File: src/rtl/nibble_add_pkg.sv
// Shared types and constants for the nibble-serial adder.
package nibble_add_pkg;

  localparam int unsigned SLICE_W = 4;

  typedef enum logic [1:0] {
    IDLE = 2'd0,
    RUN  = 2'd1,
    DONE = 2'd2
  } state_e;

endpackage

File: src/rtl/koggestone_add4.sv
// 4-bit Kogge-Stone parallel-prefix adder with carry-in; purely combinational.
module koggestone_add4 (
  input  logic [3:0] a,
  input  logic [3:0] b,
  input  logic       cin,
  output logic [3:0] sum,
  output logic       cout
);

  logic [3:0] p;
  logic [3:0] g0;
  logic [3:0] p0;
  logic [3:0] g1;
  logic [3:2] p1;
  logic [3:0] g2;

  // Carry-in is folded into bit 0 so the prefix tree yields carries directly.
  always_comb begin
    p     = a ^ b;
    p0    = p;
    g0    = a & b;
    g0[0] = g0[0] | (p[0] & cin);
    g1    = g0;
    p1    = p0[3:2] & p0[2:1];
    for (int i = 1; i < 4; i++) begin
      g1[i] = g0[i] | (p0[i] & g0[i-1]);
    end
    g2 = g1;
    for (int i = 2; i < 4; i++) begin
      g2[i] = g1[i] | (p1[i] & g1[i-2]);
    end
    sum  = p ^ {g2[2:0], cin};
    cout = g2[3];
  end

endmodule

File: src/rtl/nibble_add_seq.sv
// Multi-cycle adder: processes one 4-bit slice per enabled clock through a
// single shared Kogge-Stone adder, LSB slice first.
module nibble_add_seq
  import nibble_add_pkg::*;
#(
  parameter int unsigned NIBBLES = 4
) (
  input  logic                       clk,
  input  logic                       rst_n,
  input  logic                       ena,
  input  logic                       start,
  input  logic [SLICE_W*NIBBLES-1:0] a,
  input  logic [SLICE_W*NIBBLES-1:0] b,
  input  logic                       cin,
  output logic                       busy,
  output logic                       done,
  output logic [SLICE_W*NIBBLES-1:0] sum,
  output logic                       cout
);

  localparam int unsigned W     = SLICE_W * NIBBLES;
  localparam int unsigned IDX_W = (NIBBLES > 1) ? $clog2(NIBBLES) : 1;

  state_e             state_q, state_d;
  logic [IDX_W-1:0]   idx_q, idx_d;
  logic               carry_q, carry_d;
  logic [W-1:0]       a_q, a_d;
  logic [W-1:0]       b_q, b_d;
  logic [W-1:0]       sum_q, sum_d;
  logic               cout_q, cout_d;
  logic               busy_q, busy_d;
  logic               done_q, done_d;

  int unsigned        base_c;
  logic [SLICE_W-1:0] add_sum_c;
  logic               add_cout_c;
  logic               last_c;

  assign base_c = SLICE_W * 32'(idx_q);
  assign last_c = (idx_q == IDX_W'(NIBBLES - 1));

  koggestone_add4 u_add (
    .a    (a_q[base_c +: SLICE_W]),
    .b    (b_q[base_c +: SLICE_W]),
    .cin  (carry_q),
    .sum  (add_sum_c),
    .cout (add_cout_c)
  );

  // Next-state and datapath updates; everything holds while ena is low.
  always_comb begin
    state_d = state_q;
    idx_d   = idx_q;
    carry_d = carry_q;
    a_d     = a_q;
    b_d     = b_q;
    sum_d   = sum_q;
    cout_d  = cout_q;
    if (ena) begin
      unique case (state_q)
        IDLE, DONE: begin
          if (start) begin
            a_d     = a;
            b_d     = b;
            carry_d = cin;
            sum_d   = '0;
            idx_d   = '0;
            state_d = RUN;
          end else begin
            state_d = IDLE;
          end
        end
        RUN: begin
          sum_d[base_c +: SLICE_W] = add_sum_c;
          carry_d                  = add_cout_c;
          if (last_c) begin
            cout_d  = add_cout_c;
            idx_d   = '0;
            state_d = DONE;
          end else begin
            idx_d = idx_q + IDX_W'(1);
          end
        end
        default: state_d = IDLE;
      endcase
    end
    busy_d = (state_d == RUN);
    done_d = (state_d == DONE);
  end

  always_ff @(posedge clk or negedge rst_n) begin
    if (!rst_n) begin
      state_q <= IDLE;
      idx_q   <= '0;
      carry_q <= 1'b0;
      a_q     <= '0;
      b_q     <= '0;
      sum_q   <= '0;
      cout_q  <= 1'b0;
      busy_q  <= 1'b0;
      done_q  <= 1'b0;
    end else begin
      state_q <= state_d;
      idx_q   <= idx_d;
      carry_q <= carry_d;
      a_q     <= a_d;
      b_q     <= b_d;
      sum_q   <= sum_d;
      cout_q  <= cout_d;
      busy_q  <= busy_d;
      done_q  <= done_d;
    end
  end

  assign busy = busy_q;
  assign done = done_q;
  assign sum  = sum_q;
  assign cout = cout_q;

endmodule

File: config.mk
export PLATFORM = sky130hd
export DESIGN_NAME = nibble_add_seq
export DESIGN_NICKNAME = d
export VERILOG_FILES = /design/src/rtl/nibble_add_pkg.sv /design/src/rtl/koggestone_add4.sv /design/src/rtl/nibble_add_seq.sv
export SDC_FILE = /design/constraint.sdc
export NUM_CORES = 1
export LEC_CHECK = 0
export ABC_CLOCK_PERIOD_IN_PS = 3200
export BUFFER_PORTS_ARGS = -buffer_cell sky130_fd_sc_hd__buf_2
export CAP_MARGIN = 20
export CORE_MARGIN = 1.5
export CORE_UTILIZATION = 30
export CTS_CLUSTER_SIZE = 40
export DETAILED_ROUTE_END_ITERATION = 10
export PLACE_DENSITY = 0.59
export SLEW_MARGIN = 15
export SYNTH_ARGS = -nofsm -noshare
export SYNTH_HDL_FRONTEND = slang
export SYNTH_SLANG_ARGS = --single-unit
export TNS_END_PERCENT = 50
File: constraint.sdc
create_clock -name clk -period 3.2 [get_ports clk]
set_input_delay 0.32 -clock clk [delete_from_list [all_inputs] [get_ports clk]]
set_output_delay 0.32 -clock clk [all_outputs]
set_load 0.02 [all_outputs]
# After elaboration in Yosys (flattened, before gate mapping)
# Index checks and enable logic that the tools add are counted.
# Widths: inputs -> output; s select.
totals:
  inputBits: 37
  word_cells: 55
  ff_bits: 56
op_classes:
  bitwise_logic: 16
  mux: 12
  shifts: 4
  addsub: 2
  reduce_logical: 6
  eq_ne: 6
op_table:
  columns: ["op", "n"]
  rows:
  - ["$neg 4->34", 1]
  - ["$shift 4x34->16 const A", 1]
  - ["$shiftx 4x34->16", 1]
  - ["$pmux 16 s2", 1]
  - ["$shiftx 16x5->4", 2]
  - ["$bwmux 16", 1]
  - ["$mux 16", 1]
  - ["$reduce_and 3->1", 3]
  - ["$mux 2", 4]
  - ["$pmux 2 s2", 2]
  - ["$xor 4x4->4", 2]
  - ["$and 1x1->1", 6]
  - ["$eq 2x2->1 const B", 3]
  - ["$or 1x1->1", 6]
  - ["$and 4x4->4", 1]
  - ["$eq 2x1->1 const B", 2]
  - ["$add 2x1->2 const B", 1]
  - ["$and 2x2->2", 1]
  - ["$logic_not 2->1", 1]
  - ["$mux 1", 2]
  - ["$ne 2x2->1 const B", 1]
  - ["$pmux 1 s2", 1]
  - ["$reduce_bool 2->1", 1]
  - ["$reduce_or 2->1", 1]

# Depth between registers and ports, before layout
logic_depth:
  depth_word: 10
  depth_mapped: 7
  ltp_nobuf: 6

# By module
# A second synthesis with hierarchy kept.
hier_totals:
  hier_cells: 189
  area_unflattened_um2: 2875.3
modules_own_cells:
  columns: ["module", "n_inst", "area_each_um2", "cells_each", "seq_area_each_um2"]
  rows:
  - ["nibble_add_seq", 1, 2748.9, 178, 1401.3]
  - ["koggestone_add4", 1, 126.4, 11, 0.0]

# Least setup slack after synthesis
# Ideal clock, no wire load.
synth_path:
  path_kind: "register to register"
  from: "register idx_q[0]"
  to: "register sum_q[10], in the netlist sum[10]"
  stages_incl_launch_ff: 8
  setup_ns: 0.125
  t_arrival_ns: 2.708
  slack_ns: 0.367
  period_less_slack_ns: 2.833
  required_ns: 3.075
  path_cell_list: "dfrtp_1 -> buf_2 -> mux4_2 -> fa_1 -> fa_1 -> xor2_1 -> and3_1 -> mux2_2"
synth_between:
  elab_chain_len: 10
  elab_cells_between_ends: 19
  cone_classes: "add/sub: 1; shift: 4; mux: 2; bitwise: 12"
synth_lines:
  columns: ["element", "line_no", "source"]
  rows:
  - ["start: declaration", "nibble_add_seq.sv:25", "logic [IDX_W-1:0] idx_q, idx_d;"]
  - ["start signal: assignment", "nibble_add_seq.sv:104", "idx_q <= idx_d;"]
  - ["$shiftx 16x5->4, on equally long branches", "nibble_add_seq.sv:43, nibble_add_seq.sv:44", null]
  - ["$xor 4x4->4", "koggestone_add4.sv:19", "p = a ^ b;"]
  - ["$and 1x1->1", "koggestone_add4.sv:22", "g0[0] = g0[0] | (p[0] & cin);"]
  - ["$or 1x1->1", "koggestone_add4.sv:22", null]
  - ["$and 1x1->1, on equally long branches", "koggestone_add4.sv:26, koggestone_add4.sv:30", null]
  - ["$or 1x1->1, on equally long branches", "koggestone_add4.sv:26, koggestone_add4.sv:30", null]
  - ["$xor 4x4->4", "koggestone_add4.sv:32", "sum = p ^ {g2[2:0], cin};"]
  - ["$shiftx 4x34->16", "nibble_add_seq.sv:74", "sum_d[base_c +: SLICE_W] = add_sum_c;"]
  - ["$bwmux 16 *", "nibble_add_seq.sv:74", null]
  - ["$pmux 16 s2 *", "nibble_add_seq.sv:60", "unique case (state_q)"]
  - ["end signal: assignment", "nibble_add_seq.sv:108", "sum_q <= sum_d;"]
  - ["end: declaration", "nibble_add_seq.sv:29", "logic [W-1:0] sum_q, sum_d;"]
# Every way passes the cells marked *; elsewhere a longest branch is shown, timed or not.
# A chain may end at the register's enable or synchronous reset.

# Final worst setup path
# Same ends and word-level chain as after synthesis.

==> impl_metrics.py <==
metrics = {
    "global_route": {
        "grt_usage": 0.122,
        "grt.overflow.total": 0,
        "antenna_found_initial": 0,
        "grt_pass1_vias": 1849,
        "grt_pass1_wl_mm": 9.45,
        "grt_max_degree": 35,
    },
    "cts": {
        "postCtsSetupBuffers": 0,
        "numClockSinks": 56,
        "max-clock-path-buffers": 2,
        "cts-htree-levels": 2,
        "root_buffer": "clkbuf_8",
        "hold_buffers": 0,
        "cts_buffers": 5,
        "path_clk_slew_ps": 100,
        "cts_resized": 0,
        "clk_latency_ps": 310,
        "cts_tree": "yes",
    },
    "synthesis": {
        "synth.largest_area_cell": "dfrtp_1",
        "ys.warnings.count": 0,
        "syn_inst": 203,
        "yosysSeqAreaShare": 0.507,
        "ys_types": 43,
        "async_flop_share": 1.00,
        "syn_area_per_cell_um2": 13.6,
        "ys_top_cells_by_area": "dfrtp_1 (51%), mux2_2 (15%), mux4_2 (6.5%)",
        "ys.flop_type": "dfrtp_1",
        "synth_area_um2": 2760,
        "synthTopCellsByCount": "dfrtp_1 (56), mux2_2 (38), nand2_1 (10)",
        "yosys.area.top_type_share": 0.507,
        "synth_edf_count": 0,
        "syn_nets": 249,
        "synth.most_common_cell": "dfrtp_1",
        "synth-seq-cells": 56,
    },
    "critical_path": {
        "crit_fanout": 4,
        "required_ps": 3400,
        "path_depth": 6,
        "rr_worst_depth": 6,
        "cpLargestDelayFamily": "adder cells",
        "cp_slowest_cell": "mux4_2",
        "cp_common_cell": "fa_1",
        "cp_num_buf_inv": 0,
        "reg2reg_to": "sum[10]",
        "rr_startpoint": "idx_q[0]",
        "crit_chain": "mux4_2, fa_1, fa_1, xor2_1, and3_1, mux2_2",
        "r2r_slack_ps": 580,
        "crit_start": "idx_q[0]",
        "critPathArrivalTime_ps": 2830,
        "max_stage_delay_ps": 550,
        "setup.worst_path.class": "flip-flop to flip-flop",
        "crit_path_start_kind": "flip-flop",
        "endpoint_kind": "flip-flop",
    },
    "worst_hold_path": {
        "hold_class": "input port to asynchronous set/reset pin",
    },
    "power": {
        "max-vdd-ir-drop_mv": 0.329,
        "p_leak_uw": 0.00154,
        "p_per_area_nw_per_um2": 1020,
    },
    "job": {
        "drv_cap": 0,
    },
    "route": {
        "via_per_inst": 4.89,
        "drt-total-wl_mm": 5.79,
        "wl_per_cell_um": 15.7,
        "postRouteAntennaNets": 0,
        "drt_iter0_drc": 88,
        "drtPass1Iterations": 7,
        "routed-via-count": 1806,
        "drc": 6,
    },
    "cells_and_area": {
        "drive_above_1_share": 0.460,
        "final_nets": 306,
        "diodes": 0,
        "layout-area-overhead-vs-synth_pct": 17.0,
    },
    "sta": {
        "max_freq_ghz": 0.381,
        "finClkSkew_ps": 13.0,
        "setup-tns-final_ps": 0,
        "setup_viol": 0,
        "tightest_slew_ps": 628,
        "fin_crit_ps": 2620,
        "hold_viol_final": 0,
        "min_period_over_period": 0.820,
        "drv_slew": 0,
        "relSlewSlack": 0.581,
        "setup_slack_ps": 576,
        "rsz0062_at_grt": "false",
    },
    "floorplan": {
        "start_util": 0.314,
        "rows": 34,
        "design.die.area_um2": 9790,
        "die_height_um": 99.0,
        "coreArea_um2": 8810,
        "io_pins": 56,
        "chipWidth_um": 99.0,
    },
    "placed_design": {
        "port_buffers": 55,
        "pre_cts_ws_ps": 564,
        "gp_congestion": 0.794,
        "dp_hpwl_mm": 4.36,
    },
    "status": {
        "outcome": "finished with violations",
        "violations": "design-rule violations",
    },
}
-- placed cells by master, fill, tap and decap left out, types with 3 or more instances in the layout --
cell,synthesis,layout
a22o_1,7,7
o32ai_1,3,3
buf_4,1,4
nand2b_1,4,4
a21oi_1,3,3
inv_1,8,8
and3b_1,3,3
buf_2,4,55
ha_1,7,7
dfrtp_1,56,56
o21a_1,3,3
o21ai_0,5,5
clkbuf_8,0,5
mux4_2,8,8
and3_1,5,5
nand4_1,3,3
nand2_1,10,10
mux2_2,38,38
-- cells by family (layout without fill, tap and decap cells) --
family / Yosys count / count (layout) / synth area share
XOR/XNOR: 2 / 2 / 0.00634
flip-flops: 56 / 56 / 0.507
AO/OA/AOI/OAI: 32 / 32 / 0.0874
buffers and inverters: 17 / 75 / 0.0344
multiplexers: 46 / 46 / 0.220
AND/OR/NAND/NOR: 41 / 41 / 0.0983
adder cells (fa/ha/maj): 9 / 9 / 0.0462
-- stage by stage --
| step | util | hold slack, ps | cells | total power (µW) | area, µm² |
|---|---|---|---|---|---|
| 2_1_floorplan | - | 24.4 | 203 | 2410 | 2760 |
| 3_3_place_gp | 0.356 | 368 | 361 | 2900 | 3140 |
| 3_5_place_dp | 0.356 | 384 | 361 | 2930 | 3140 |
| 4_1_cts | 0.367 | 38.9 | 369 | 3350 | 3230 |
| 5_1_grt | 0.367 | 50.4 | 369 | 3580 | 3230 |
| 6_report | 0.367 | 19.1 | 369 | 3300 | 3230 |
-- registers in the layout (all words and copies together), names as in the netlist --
signal	cells
a_q	16
b_q	16
busy	1
carry_q	1
cout	1
done	1
idx_q	2
state_q	2
sum	16
-- how the worst max path moves through the flow --
stage,end
after floorplan,sum[10]
after global placement,sum[10]
after detailed placement,sum[10]
after CTS,sum[10]
after global routing,carry_q
final,sum[10]
-- layout make-up --
class	count	area [µm²]
fillers	860	5570
clock inverters	3	26.3
clock buffers	5	68.8
flip-flops and latches	56	1400
multi-input cells	130	1270
well taps	108	135
repair buffers	59	305
inverters	8	30.0
-- where the power goes --
part	switching (µW)	total (µW)	internal [µW]
logic	894	1710	812
clock network	246	407	160
registers	197	1190	995
-- metal layers --
layer  routed length [µm]  track usage
met1                 2680        0.165
met5                    0            0
met4                   45       0.0231
met2                 2770        0.200
met3                  300       0.0319
No activity file was read; power rests on OpenSTA's default activity.
